### config.mk
export PLATFORM = sky130hd
export DESIGN_NAME = uart_mem_loader
export DESIGN_NICKNAME = d
export VERILOG_FILES = /design/src/rtl/uart_mem_loader.sv
export SDC_FILE = /design/constraint.sdc
export NUM_CORES = 1
export LEC_CHECK = 0
export CAP_MARGIN = 20
export CORE_MARGIN = 1.5
export CORE_UTILIZATION = 55
export CTS_CLUSTER_DIAMETER = 150
export DETAILED_ROUTE_END_ITERATION = 10
export PLACE_DENSITY = 0.77
export SYNTH_ARGS = -nofsm -noshare
export SYNTH_HDL_FRONTEND = slang
export SYNTH_SLANG_ARGS = --single-unit
### constraint.sdc
create_clock -name clk_i -period 3 [get_ports clk_i]
set_clock_uncertainty 0.2 [all_clocks]
set_input_delay 0.6 -clock clk_i [delete_from_list [all_inputs] [get_ports clk_i]]
set_output_delay 0.6 -clock clk_i [all_outputs]
set_load 0.005 [all_outputs]
### src/rtl/uart_mem_loader.sv
// Framed byte-stream loader: SYNC, TGT, LEN_LO, LEN_HI, N little-endian words, [CKSUM] -> word writes.
// Define LOADER_CKSUM_EN to expect and verify a trailing 8-bit sum of the data bytes.
module uart_mem_loader #(
  parameter int unsigned DataWidth     = 32,
  parameter int unsigned AddrWidth     = 12,
  parameter int unsigned NumTargets    = 2,
  parameter logic [7:0]  SyncByte      = 8'hA5,
  parameter int unsigned TimeoutCycles = 100000
) (
  input  logic                  clk_i,
  input  logic                  rst_ni,
  input  logic                  rx_dv_i,
  input  logic [7:0]            rx_byte_i,
  output logic [NumTargets-1:0] we_o,
  output logic [AddrWidth-1:0]  addr_o,
  output logic [DataWidth-1:0]  wdata_o,
  output logic                  busy_o,
  output logic                  done_o,
  output logic                  err_o,
  output logic [2:0]            err_code_o,
  output logic                  core_rst_o
);

  localparam int unsigned Bytes   = DataWidth / 8;
  localparam int unsigned BcW     = (Bytes > 1) ? $clog2(Bytes) : 1;
  localparam int unsigned TgtW    = (NumTargets > 1) ? $clog2(NumTargets) : 1;
  localparam int unsigned TmoW    = (TimeoutCycles > 1) ? $clog2(TimeoutCycles) : 1;
  localparam logic [TmoW-1:0] TmoLast = TmoW'((TimeoutCycles > 0) ? TimeoutCycles - 1 : 0);
  localparam logic [31:0] MaxWords = (AddrWidth < 16) ? (32'd1 << AddrWidth) : 32'h0001_0000;

  typedef enum logic [2:0] {
    S_IDLE, S_TGT, S_LEN0, S_LEN1, S_DATA, S_CKSUM, S_DONE, S_ERR
  } state_e;

`ifdef LOADER_CKSUM_EN
  localparam state_e PostData = S_CKSUM;
`else
  localparam state_e PostData = S_DONE;
`endif

  state_e                state_q, state_d;
  logic [TgtW-1:0]       tgt_q, tgt_d;
  logic [7:0]            len_lo_q, len_lo_d;
  logic [15:0]           rem_q, rem_d;
  logic [AddrWidth-1:0]  waddr_q, waddr_d;
  logic [BcW-1:0]        bcnt_q, bcnt_d;
  logic [DataWidth-1:0]  pack_q, pack_d;
  logic [7:0]            sum_q, sum_d;
  logic [TmoW-1:0]       tmo_q, tmo_d;
  logic [NumTargets-1:0] we_q, we_d, we_sel;
  logic [AddrWidth-1:0]  addr_q, addr_d;
  logic [DataWidth-1:0]  wdata_q, wdata_d;
  logic                  err_q, err_d;
  logic [2:0]            code_q, code_d;
  logic                  core_rst_q, core_rst_d;
  logic                  byte_take, active, tmo_hit;
  logic [15:0]           len_full;

  assign byte_take = rx_dv_i && (state_q == S_DATA);
  assign len_full  = {rx_byte_i, len_lo_q};

  // Each incoming data byte lands directly in its lane, so the completed word is pack_d.
  for (genvar gi = 0; gi < Bytes; gi++) begin : g_lane
    assign pack_d[gi*8 +: 8] = (byte_take && (bcnt_q == BcW'(gi))) ? rx_byte_i : pack_q[gi*8 +: 8];
  end

  for (genvar gi = 0; gi < NumTargets; gi++) begin : g_we_sel
    assign we_sel[gi] = (tgt_q == TgtW'(gi));
  end

  assign active  = (state_q == S_TGT) || (state_q == S_LEN0) || (state_q == S_LEN1) ||
                   (state_q == S_DATA) || (state_q == S_CKSUM);
  // A byte in the expiry cycle suppresses the timeout because tmo_hit requires !rx_dv_i.
  assign tmo_hit = (TimeoutCycles != 0) && active && !rx_dv_i && (tmo_q == TmoLast);

  always_comb begin
    state_d    = state_q;
    tgt_d      = tgt_q;
    len_lo_d   = len_lo_q;
    rem_d      = rem_q;
    waddr_d    = waddr_q;
    bcnt_d     = bcnt_q;
    sum_d      = sum_q;
    we_d       = '0;
    addr_d     = addr_q;
    wdata_d    = wdata_q;
    err_d      = err_q;
    code_d     = code_q;
    core_rst_d = core_rst_q;
    tmo_d      = (rx_dv_i || !active) ? '0 : tmo_q + 1'b1;

    case (state_q)
      S_IDLE: if (rx_dv_i && (rx_byte_i == SyncByte)) begin
        state_d = S_TGT;
        err_d   = 1'b0;
        code_d  = 3'd0;
        sum_d   = 8'd0;
        bcnt_d  = '0;
        waddr_d = '0;
      end
      S_TGT: if (rx_dv_i) begin
        if ({24'd0, rx_byte_i} >= NumTargets) begin
          state_d = S_ERR;
          err_d   = 1'b1;
          code_d  = 3'd1;
        end else begin
          tgt_d      = TgtW'(rx_byte_i);
          core_rst_d = 1'b1;
          state_d    = S_LEN0;
        end
      end
      S_LEN0: if (rx_dv_i) begin
        len_lo_d = rx_byte_i;
        state_d  = S_LEN1;
      end
      S_LEN1: if (rx_dv_i) begin
        if ({16'd0, len_full} > MaxWords) begin
          state_d = S_ERR;
          err_d   = 1'b1;
          code_d  = 3'd2;
        end else if (len_full == 16'd0) begin
          state_d = PostData;
        end else begin
          rem_d   = len_full;
          state_d = S_DATA;
        end
      end
      S_DATA: if (rx_dv_i) begin
        sum_d = sum_q + rx_byte_i;
        if (bcnt_q == BcW'(Bytes - 1)) begin
          bcnt_d  = '0;
          we_d    = we_sel;
          addr_d  = waddr_q;
          wdata_d = pack_d;
          waddr_d = waddr_q + 1'b1;
          rem_d   = rem_q - 16'd1;
          if (rem_q == 16'd1) state_d = PostData;
        end else begin
          bcnt_d = bcnt_q + 1'b1;
        end
      end
      S_CKSUM: if (rx_dv_i) begin
        if (rx_byte_i == sum_q) begin
          state_d = S_DONE;
        end else begin
          state_d = S_ERR;
          err_d   = 1'b1;
          code_d  = 3'd3;
        end
      end
      S_DONE:  state_d = S_IDLE;
      S_ERR:   state_d = S_IDLE;
      default: state_d = S_IDLE;
    endcase

    if (tmo_hit) begin
      state_d = S_ERR;
      err_d   = 1'b1;
      code_d  = 3'd4;
    end
    if ((state_d == S_DONE) || (state_d == S_ERR)) core_rst_d = 1'b0;
  end

  always_ff @(posedge clk_i) begin
    if (!rst_ni) begin
      state_q    <= S_IDLE;
      tgt_q      <= '0;
      len_lo_q   <= '0;
      rem_q      <= '0;
      waddr_q    <= '0;
      bcnt_q     <= '0;
      pack_q     <= '0;
      sum_q      <= '0;
      tmo_q      <= '0;
      we_q       <= '0;
      addr_q     <= '0;
      wdata_q    <= '0;
      err_q      <= 1'b0;
      code_q     <= 3'd0;
      core_rst_q <= 1'b0;
    end else begin
      state_q    <= state_d;
      tgt_q      <= tgt_d;
      len_lo_q   <= len_lo_d;
      rem_q      <= rem_d;
      waddr_q    <= waddr_d;
      bcnt_q     <= bcnt_d;
      pack_q     <= pack_d;
      sum_q      <= sum_d;
      tmo_q      <= tmo_d;
      we_q       <= we_d;
      addr_q     <= addr_d;
      wdata_q    <= wdata_d;
      err_q      <= err_d;
      code_q     <= code_d;
      core_rst_q <= core_rst_d;
    end
  end

  assign we_o       = we_q;
  assign addr_o     = addr_q;
  assign wdata_o    = wdata_q;
  assign busy_o     = (state_q != S_IDLE);
  assign done_o     = (state_q == S_DONE);
  assign err_o      = err_q;
  assign err_code_o = code_q;
  assign core_rst_o = core_rst_q;

endmodule

-- Word-level counts from Yosys, hierarchy flattened
Cells that the tools add are included.
- logic and storage cells: 150
- output and inout bits: 53
- register bits: 150
- bits of input ports: 11
- equal/unequal tests: 34
- mux-type cells: 53
- magnitude comparators: 2
- add/sub/neg operators: 5
- reduce and logical (&&, ||, !) cells: 37
- bitwise operators: 3
- operators by type and width (cell ; count):
    $mux 16 ; 5
    $mux 3 ; 18
    $mux 8 ; 6
    $mux 12 ; 3
    $pmux 16 s2 ; 1
    $pmux 12 s2 ; 1
    $pmux 3 s7 ; 1
    $eq 3x3->1 const B ; 6
    $add 17x1->17 const B ; 1
    $eq 17x17->1 const B ; 1
    $eq 16x1->1 const B ; 1
    $gt 16x13->1 const B ; 1
    $logic_not 16->1 ; 1
    $ne 2x2->1 const B ; 8
    $pmux 8 s2 ; 1
    $reduce_and 8->1 ; 2
    $sub 16x1->16 const B ; 1
    $ne 3x3->1 const B ; 5
    $add 12x1->12 const B ; 1
    $pmux 3 s4 ; 1
    $mux 2 ; 5
    $mux 1 ; 9
    $reduce_and 3->1 ; 3
    $add 8x8->8 ; 1
    other kinds (26) ; 51

-- Longest topological paths before layout
Gate-level depths: netlist of the first run.
- depth in word-level cells: 11
- mapped depth: 8
- mapped depth without buffers: 8

-- Least setup slack after synthesis of the first run
OpenSTA, ideal clock, no wires.
- path type: input-to-reg
- from: input rx_byte_i[1]
- to: register rem_q[10]
- data required time: 2.672 ns
- slack: 0.652 ns
- cell stages on the path: 8
- data arrival time: 2.020 ns
- path through: buf_6 > nor3_2 > nand4_1 > xnor2_2 > o21ai_4 > buf_6 > mux2i_1 > a21oi_1
- longest elaborated chain between the ends: 3
- RTL lines (item ; line ; RTL):
    from (decl) ; 13 ; input logic [7:0] rx_byte_i,
    $gt 16x13->1 or $logic_not 16->1 (tied branches) ; 117, 121 ;
    $ne 2x2->1 (no line) ; - ;
    $reduce_and 6->1 (no line) (*) ; - ;
    to (signal assigned) ; 185 ; rem_q <= rem_d;
    to (decl) ; 44 ; logic [15:0] rem_q, rem_d;
Every way passes the cells marked *; elsewhere a longest branch is shown, timed or not.
A chain may end at the register's enable or synchronous reset.

-- Worst setup path in the final report of the first run
- from: register state_q[1]
- to: output done_o
- longest elaborated chain between the ends: 1
- RTL lines (item ; line ; RTL):
    from (decl) ; 41 ; state_e state_q, state_d;
    from (signal assigned) ; 182 ; state_q <= state_d;
    $eq 3x3->1 ; 204 ; assign done_o = (state_q == S_DONE);
    to (decl) ; 18 ; output logic done_o,
No other way between the ends.

==> results of run 1 <==
==> worst register-to-register path: stages, from the launching register on <==
cell and delay [ns]:
dfxtp_1 0.61, nor3b_2 0.27, and2_1 0.32, nand2_1 0.28, o21a_1 0.25, a221oi_1 0.31
nor2_1 0.07
==> worst min-delay path by stage <==
stage                   start        end  slack [ns]  cells after the start
floorplan               tgt_q    we_o[0]        0.20                      1
global placement     tmo_q[0]   tmo_q[0]        0.23                      1
detailed placement   tmo_q[0]   tmo_q[0]        0.24                      1
CTS                  tmo_q[0]   tmo_q[0]        0.25                      1
global route        addr_o[2]  addr_o[2]        0.28                      2
finish               tmo_q[0]   tmo_q[0]        0.25                      1
==> report_power, final <==
part           leakage [nW]  internal (mW)  switching, mW  total, mW
registers              1.14           1.89       0.000688       1.89
logic                  1.74         0.0529         0.0784      0.131
clock network         0.292           1.33          0.797       2.12
==> kinds of logic (layout without fill, tap and decap cells) <==
group                      after synthesis  in the layout  share of synthesized area [%]
and+or+nand+nor                        322            322                           24.6
DFF                                    142            142                           43.7
AOI/OAI and AO/OA                      135            135                           15.0
buffers and inverters                   57            133                           3.98
muxes                                   34             34                           5.23
xor gates and xnor gates                31             31                           4.29
adders and majority gates               16             16                           3.19
==> state kept, by name (all words and copies together) (netlist names) <==
signal,count
wdata_o,32
pack_q,24
tmo_q,17
rem_q,16
addr_o,12
waddr_q,12
len_lo_q,8
sum_q,8
err_code_o,3
state_q,3
bcnt_q,2
we_o,2
core_rst_o,1
err_o,1
tgt_q,1
==> metal layers <==
layer | vias to the layer above | global-route usage, %
li1 | 2694 | -
met1 | 2558 | 31.9
met2 | 204 | 40.2
met3 | 47 | 5.88
met4 | 0 | 14.0
met5 | - | 0
==> layout make-up <==
type / instances / share of cell area, %
clock buffers: 18 / 5.54
well taps: 143 / 2.26
multi-input cells: 538 / 42.9
flip-flops and latches: 142 / 35.8
inverters: 9 / 0.426
clock inverters: 14 / 2.11
repair buffers: 92 / 10.9
==> cells in the final DEF, fill, tap and decap left out, types with 4 or more instances in the layout <==
cell type and instances:
clkdlybuf4s50_1 62, nor2b_1 27, nand2_1 131, o211ai_1 5
xor2_1 15, nor4_1 6, o211a_1 17, or3_1 6
and2_1 9, nand3_1 28, a21oi_1 29, nor2_1 60
inv_1 8, xnor2_1 15, dfxtp_1 142, mux2i_1 34
nor3_2 5, clkbuf_16 17, nor3_1 13, nand4_1 8
clkinv_2 4, o31ai_1 7, a211oi_1 10, and3_1 6
ha_1 15, o21ai_0 16, buf_4 27, a21boi_0 26
==> stage by stage <==
step           hold slack [ns]  area, sq um  instances
2_1_floorplan            0.203         6500        737
3_3_place_gp             0.235         7330        924
3_5_place_dp             0.241         7330        924
4_1_cts                  0.249         7930        956
5_1_grt                  0.280         7930        956
6_report                 0.247         7930        956
==> results.json, run 1 <==
{
  "slew_viol_final": 0,
  "final_util_pct": 69.2,
  "area_growth_syn_to_layout_pct": 22.0,
  "cp_cell_sequence": "nand2_1 -> nor2_1 -> clkdlybuf4s50_1",
  "synth.top_cells.by_count": "142 x dfxtp_1, 131 x nand2_1, 60 x nor2_1",
  "grt_util_all_layers_pct": 25.3,
  "hold_class": "reg2reg",
  "max_stage_delay_ns": 0.65,
  "end_kind": "output pin",
  "synth_edf_count": 0,
  "drc": 0,
  "dr.first_iter.drc_count": 338,
  "diodes": 0,
  "syn_inst": 737,
  "leakagePower_nw": 3.17,
  "cts_sinks": 142,
  "via_count": 5503,
  "grt_pass1_wl_microns": 25500,
  "dieArea_sq_mm": 0.0125,
  "maxSlewHeadroom_pct": 28.8,
  "yosys_warnings": 0,
  "synth_top_area_share_pct": 43.7,
  "max_freq_mhz": 366,
  "syn-cell-area_sq_mm": 0.00650,
  "crit_type": "reg2out",
  "cts_made_buffers": 17,
  "place_congestion": 0.910,
  "cts_resized": 0,
  "worst_slew_pin_slew_ns": 1.07,
  "cap_violations": 0,
  "power_mw": 4.14,
  "htree_levels": 4,
  "routed_wl_microns": 15300,
  "vdd.ir_drop.worst_mv": 0.461,
  "power.density_mw_per_mm2": 522,
  "cts_buffer_depth": 2,
  "dr_wl_met3_microns": 871,
  "regToRegSetupSlack_ns": 0.53,
  "r2r_cells": 6,
  "drive_gt1_share_pct": 9.84,
  "firstDrtPassIters": 5,
  "wl_met2_microns": 7150,
  "core_area_sq_mm": 0.0115,
  "seq_area_frac_synth_pct": 43.7,
  "viasPerCell": 5.76,
  "io_buffers": 63,
  "cp-endpoint": "done_o",
  "ys_types": 61,
  "rsz0062_at_grt": "no",
  "crit_cells": 3,
  "setup_viol": 0,
  "reg2reg_to": "rem_q[0]",
  "reg2reg_from": "state_q[2]",
  "wl_per_cell_microns": 16.0,
  "die_w_microns": 112,
  "clk_latency_ns": 0.42,
  "gr-total-overflow": 0,
  "dpl_worst_slack_ns": 0.0457,
  "yosysTopAreaCell": "dfxtp_1",
  "synthArstFlopShare_pct": 0,
  "synth_fp_nets": 764,
  "initial_core_util_pct": 56.7,
  "fin_tns_setup_ns": 0,
  "rows": 39,
  "routed.top_layer": "met4",
  "crit_path_start": "state_q[1]",
  "synth_area_per_cell_sq_um": 8.82,
  "cp_max_fo": 15,
  "hold_buffers": 0,
  "cts_tree": "built",
  "status": "finished clean",
  "hold_violations": 0,
  "n_fill_cell": 894,
  "antenna_found_initial": 0,
  "io_pins": 64,
  "critPathRequiredTime_ns": 2.20,
  "die_h_microns": 112,
  "post-route-period-util_pct": 91.1,
  "timing.final.ws_setup_ns": 0.268,
  "root_buffer": "clkbuf_16",
  "crit_buf_inv": 1,
  "period_minus_slack_ns": 2.73,
  "cp.arrival_ns": 1.93,
  "path_delay_family": "flip-flops",
  "grt_max_degree": 51,
  "wirelength_met1_microns": 6770,
  "grt_pass1_vias": 5209,
  "cp_slowest_cell": "dfxtp_1",
  "dominantRegCellSynth": "dfxtp_1",
  "ys_ff_latch": 142,
  "netlist_top_cells_area": "dfxtp_1 44%, nand2_1 7.6%, mux2i_1 5.2%",
  "hpwl_microns": 10400,
  "post-synth-top-count-cell": "dfxtp_1",
  "path_clk_slew_ns": 0.06,
  "nNetsFinal": 827,
  "antenna_left": 0,
  "post-cts-setup-buffers": 0,
  "setup.worst_path.start_class": "register",
  "seqCellArea_sq_mm": 0.00284,
  "multi_input_area_sq_mm": 0.00340
}
No activity file was read; power rests on OpenSTA's default activity.
==> run 2, diff against run 1 <==
- ABC_AREA: not set -> 1
==> results.json, run 2 <==
{
  "status": "finished clean",
  "regToRegSetupSlack_ns": 0.76,
  "die_w_microns": 114,
  "setup.worst_path.start_class": "register",
  "synth_top_family_by_area": "simple AND/OR/NAND/NOR gates",
  "fin_hold_ws_ns": 0.251,
  "n_fill_cell": 1033,
  "final_util_pct": 67.8,
  "muxShareOfSynthArea_pct": 0,
  "syn-cell-area_sq_mm": 0.00672,
  "syn_inst": 959,
  "end_kind": "output pin",
  "crit_type": "reg2out",
  "leakagePower_nw": 3.41,
  "power_frac_comb_pct": 2.7,
  "antenna_left": 0,
  "clockPowerShare_pct": 51.9,
  "dieArea_sq_mm": 0.0129,
  "cts_buffer_depth": 2,
  "firstDrtPassIters": 5,
  "critPathRequiredTime_ns": 2.20,
  "final_common_cell": "nand2_1",
  "place_area_sq_mm": 0.00751,
  "gr-total-overflow": 0,
  "grt_pass1_wl_microns": 26500,
  "clk_latency_ns": 0.43,
  "cts_made_buffers": 17,
  "synth_edf_count": 0,
  "finish.instance_area_sq_mm": 0.00811,
  "post-cts-setup-buffers": 0,
  "core_area_sq_mm": 0.0120,
  "seq_area_frac_synth_pct": 42.3,
  "post-route-period-util_pct": 82.7,
  "nNetsFinal": 1047,
  "cts_sinks": 142,
  "max_freq_mhz": 403,
  "synth_top_area_share_pct": 42.3,
  "path_clk_slew_ns": 0.06,
  "synth-simple-area-share_pct": 29.4,
  "io_buffers": 63,
  "largest_register_ffs": 32,
  "layout_common_cells": "214 x nand2_1, 142 x dfxtp_1, 135 x nor2_1",
  "power.density_mw_per_mm2": 513,
  "grt_max_degree": 51,
  "hpwl_microns": 11100,
  "dominantRegCellSynth": "dfxtp_1",
  "synthArstFlopShare_pct": 0,
  "worst_slew_pin_slew_ns": 0.551,
  "switching_power_uw": 905,
  "reg2reg_to": "wdata_o[17]",
  "io_pins": 64,
  "ys_ff_latch": 142,
  "synth_adder_area_share_pct": 3.09,
  "vdd.ir_drop.worst_mv": 0.409,
  "root_buffer": "clkbuf_16",
  "rows": 40,
  "cp-endpoint": "busy_o",
  "p_int_mw": 3.26,
  "grt_pass1_vias": 5548,
  "place_congestion": 0.910,
  "drc": 0,
  "netlist_top_cells_area": "dfxtp_1 42%, nand2_1 12%, nor2_1 7.5%",
  "cp_max_fo": 6,
  "grt_util_all_layers_pct": 25.8,
  "viasPerCell": 5.34,
  "via_count": 6307,
  "ys_types": 40,
  "wl_per_cell_microns": 13.7,
  "initial_core_util_pct": 56.2,
  "period_minus_slack_ns": 2.48,
  "diodes": 0,
  "synth.top_cells.by_count": "214 x nand2_1, 142 x dfxtp_1, 135 x nor2_1",
  "hold_violations": 0,
  "p_sw_share_pct": 21.8,
  "cts_resized": 0,
  "yosys_warnings": 0,
  "hold_class": "reg2reg",
  "crit_path_start": "state_q[2]",
  "cap_violations": 0,
  "routed_wl_microns": 16100,
  "synth_area_per_cell_sq_um": 7.01,
  "synthXorXnorAreaFrac_pct": 1.69,
  "dr.first_iter.drc_count": 393,
  "seqPwrFrac_pct": 45.4,
  "area_growth_syn_to_layout_pct": 20.7,
  "hold_buffers": 0,
  "cts_tree": "built",
  "fin_tns_setup_ns": 0,
  "htree_levels": 4,
  "slew_viol_final": 0,
  "synth_fp_nets": 986,
  "r2r_cells": 10,
  "cp.arrival_ns": 1.68,
  "drive_gt1_share_pct": 7.07,
  "maxSlewHeadroom_pct": 63.3,
  "rsz0062_at_grt": "no",
  "yosysTopAreaCell": "dfxtp_1",
  "die_h_microns": 114,
  "reg2reg_from": "state_q[1]",
  "post-synth-top-count-cell": "nand2_1",
  "antenna_found_initial": 0,
  "synth_compound_area_share_pct": 14.8,
  "setup_viol": 0
}
-- run 2: changes by cell type after synthesis, moves of 10 or more --
cell and change:
o211a_1 -16, mux2i_1 -34, a211oi_1 -10, nand3_1 +31, a21boi_0 -26, a21oi_1 +40, nor2b_1 -27, nor2_1 +75
nand2_1 +83, o21ai_0 +58, o211ai_1 +19, xnor2_1 -11, inv_1 +96
-- run 2: worst max-delay path, cell delays in order (launching register included) --
cell and delay (ns):
dfxtp_1 0.46, inv_1 0.14, nand2_2 0.14, clkdlybuf4s50_1 0.51
-- run 2: per-layer routing --
layer	track usage [%]	share of wire (%)	vias up
met4	9.33	1.5	0
met2	41.8	46	191
met3	5.84	6.7	22
li1	-	-	3234
met1	33.8	46	2860
met5	0	0	-
-- run 2: logic make-up (layout without fill, tap and decap cells) --
logic type      after synthesis  after routing
xor+xnor                     13             13
compound gates              180            180
fa+ha+maj                    16             16
buf+inv                     146            220
flops                       142            142
simple gates                462            462
-- run 2: worst min-delay path by stage --
stage / cells past startpoint / startpoint / endpoint / slack [ns]
CTS: 1 / tmo_q[0] / tmo_q[0] / 0.26
global placement: 1 / tmo_q[0] / tmo_q[0] / 0.23
detailed placement: 1 / tmo_q[0] / tmo_q[0] / 0.25
finish: 1 / tmo_q[0] / tmo_q[0] / 0.25
floorplan: 1 / tgt_q / we_o[0] / 0.21
global route: 1 / tmo_q[0] / tmo_q[0] / 0.27
-- run 2: power groups by stage --
stage                     Sequential (mW)  Combinational, mW  Clock [mW]
after global placement               1.93              0.110           0
after detailed placement             1.93              0.110           0
final                                1.89              0.112        2.16
after CTS                            1.89              0.111        2.18
after floorplan                      1.93             0.0611           0
after global routing                 1.89              0.122        2.27
-- run 2: final cells by class --
cell class	instances	area, sq um	area share [%]
flip-flops and latches	142	2840	35.0
inverters	106	398	4.90
repair buffers	82	781	9.62
clock buffers	20	447	5.51
well taps	147	184	2.27
multi-input cells	671	3300	40.7
clock inverters	12	159	1.96
-- run 2: stage by stage --
step | setup WS (ns) | total power [mW] | cells
after floorplan | 0.968 | 1.99 | 959
after global placement | 0.167 | 2.04 | 1148
after detailed placement | 0.121 | 2.04 | 1148
after CTS | 0.527 | 4.18 | 1180
after global routing | 0.356 | 4.28 | 1180
final | 0.518 | 4.16 | 1180
==> run 3, diff against run 2 <==
- clock period: 3 -> 2.5 ns (I/O delays scaled with it)
==> results.json, run 3 (synthesis gave the netlist of run 2 again) <==
{
  "crit_type": "reg2out",
  "power_mw": 5.07,
  "antenna_found_initial": 0,
  "max_freq_mhz": 417,
  "grt_pass1_vias": 5653,
  "slew_viol_final": 0,
  "dpl_worst_slack_ns": -0.0115,
  "grt_pass1_wl_microns": 27200,
  "worst_slew_pin_slew_ns": 0.506,
  "cts_buffer_depth": 2,
  "leakagePower_nw": 3.55,
  "finish.instance_area_sq_mm": 0.00836,
  "setup.worst_path.start_class": "register",
  "cp.arrival_ns": 1.70,
  "setup_viol": 0,
  "clk_latency_ns": 0.42,
  "final_common_cell": "nand2_1",
  "seqCellArea_sq_mm": 0.00284,
  "reg2reg_to": "rem_q[11]",
  "die_h_microns": 114,
  "cts_sinks": 142,
  "maxSlewHeadroom_pct": 66.2,
  "root_buffer": "clkbuf_16",
  "cp-endpoint": "done_o",
  "die_w_microns": 114,
  "diodes": 0,
  "seqPwrFrac_pct": 44.6,
  "wl_per_cell_microns": 13.5,
  "fin_tns_setup_ns": 0,
  "post-route-period-util_pct": 95.8,
  "io_pins": 64,
  "drc": 0,
  "cts_made_buffers": 17,
  "timing.final.ws_setup_ns": 0.104,
  "regToRegSetupSlack_ns": 0.54,
  "hold_class": "reg2reg",
  "final_cells": 1204,
  "area_growth_syn_to_layout_pct": 24.3,
  "crit_buf_inv": 1,
  "largest_register_ffs": 32,
  "place_congestion": 0.902,
  "drive_gt1_share_pct": 9.08,
  "clockPowerShare_pct": 52.4,
  "switching_power_mw": 1.04,
  "core_area_sq_mm": 0.0120,
  "critPathRequiredTime_ns": 1.80,
  "power.density_mw_per_mm2": 607,
  "rsz0062_at_grt": "no",
  "gr-total-overflow": 0,
  "power_frac_comb_pct": 3.0,
  "antenna_left": 0,
  "cts_resized": 0,
  "path_delay_family": "buffers and inverters",
  "vdd.ir_drop.worst_mv": 0.480,
  "cp_slowest_cell": "clkdlybuf4s50_1",
  "grt_max_degree": 44,
  "crit_path_start": "state_q[1]",
  "cp_max_fo": 7,
  "end_kind": "output pin",
  "reg2reg_from": "state_q[1]",
  "period_minus_slack_ns": 2.40,
  "crit_cells": 3,
  "io_buffers": 63,
  "viasPerCell": 5.22,
  "layout_common_cells": "214 x nand2_1, 142 x dfxtp_1, 135 x nor2_1",
  "p_int_mw": 4.04,
  "dieArea_sq_mm": 0.0129,
  "rows": 40,
  "placed_cells": 1173,
  "initial_core_util_pct": 56.2,
  "cp_cell_sequence": "nand2_1 -> nor2_1 -> clkdlybuf4s50_1",
  "place_area_sq_mm": 0.00773,
  "post-cts-setup-buffers": 0,
  "max_stage_delay_ns": 0.51,
  "cts_tree": "built",
  "htree_levels": 4,
  "multi_input_area_sq_mm": 0.00330,
  "p_sw_share_pct": 20.4,
  "nNetsFinal": 1072,
  "n_fill_cell": 1032,
  "r2r_cells": 9,
  "status": "finished clean",
  "routed_wl_microns": 16300,
  "hold_buffers": 0,
  "fin_hold_ws_ns": 0.240,
  "hpwl_microns": 11500,
  "via_count": 6289,
  "hold_violations": 0,
  "firstDrtPassIters": 5,
  "grt_util_all_layers_pct": 26.5,
  "dr.first_iter.drc_count": 376,
  "final_util_pct": 69.9,
  "path_clk_slew_ns": 0.06,
  "cap_violations": 0
}
-- run 3: cell count changes in the layout (fill, tap and decap cells not counted) --
cell / delta
buf_12: +3
buf_4: +22
bufinv_16: +1
clkbuf_1: +1
clkbuf_8: +1
clkinv_2: -1
clkinvlp_4: -1
inv_6: -2
-- run 3: worst register-to-register path: cells and delay by family, from the launching register on --
kind            cells  cell delay [ns]
simple gates        6             0.78
flops               1             0.39
buf+inv             2             0.28
compound gates      1             0.20
-- run 3: how the worst min path moves through the flow --
stage / start / endpoint / slack [ns] / cells after the start
after global placement: tmo_q[0] / tmo_q[0] / 0.23 / 1
final: tmo_q[0] / tmo_q[0] / 0.24 / 1
after floorplan: tgt_q / we_o[0] / 0.21 / 1
after CTS: tmo_q[0] / tmo_q[0] / 0.25 / 1
after global routing: wdata_o[26] / wdata_o[26] / 0.27 / 2
after detailed placement: tmo_q[0] / tmo_q[0] / 0.24 / 1
-- run 3: routing by layer --
| layer | share of wire [%] | global-route usage, % | vias to the layer above |
|---|---|---|---|
| met5 | 0 | 0 | - |
| met4 | 2.0 | 9.17 | 0 |
| met2 | 46 | 42.2 | 150 |
| li1 | - | - | 3266 |
| met1 | 47 | 35.1 | 2841 |
| met3 | 5.0 | 6.54 | 32 |
-- run 3: power by group through the flow --
stage	Clock (mW)	Combinational (mW)	Sequential (mW)
2_1_floorplan	0	0.0733	2.31
3_3_place_gp	0	0.148	2.31
3_5_place_dp	0	0.149	2.31
4_1_cts	2.69	0.150	2.27
5_1_grt	2.79	0.164	2.26
6_report	2.66	0.152	2.27
-- run 3: area by class of cell --
class / instances / share of cell area [%]
inverter: 106 / 4.76
clock buffer: 22 / 5.56
sequential: 142 / 34.0
timing repair buffer: 107 / 12.0
tap: 147 / 2.20
clock inverter: 9 / 1.90
multi-input combinational: 671 / 39.5
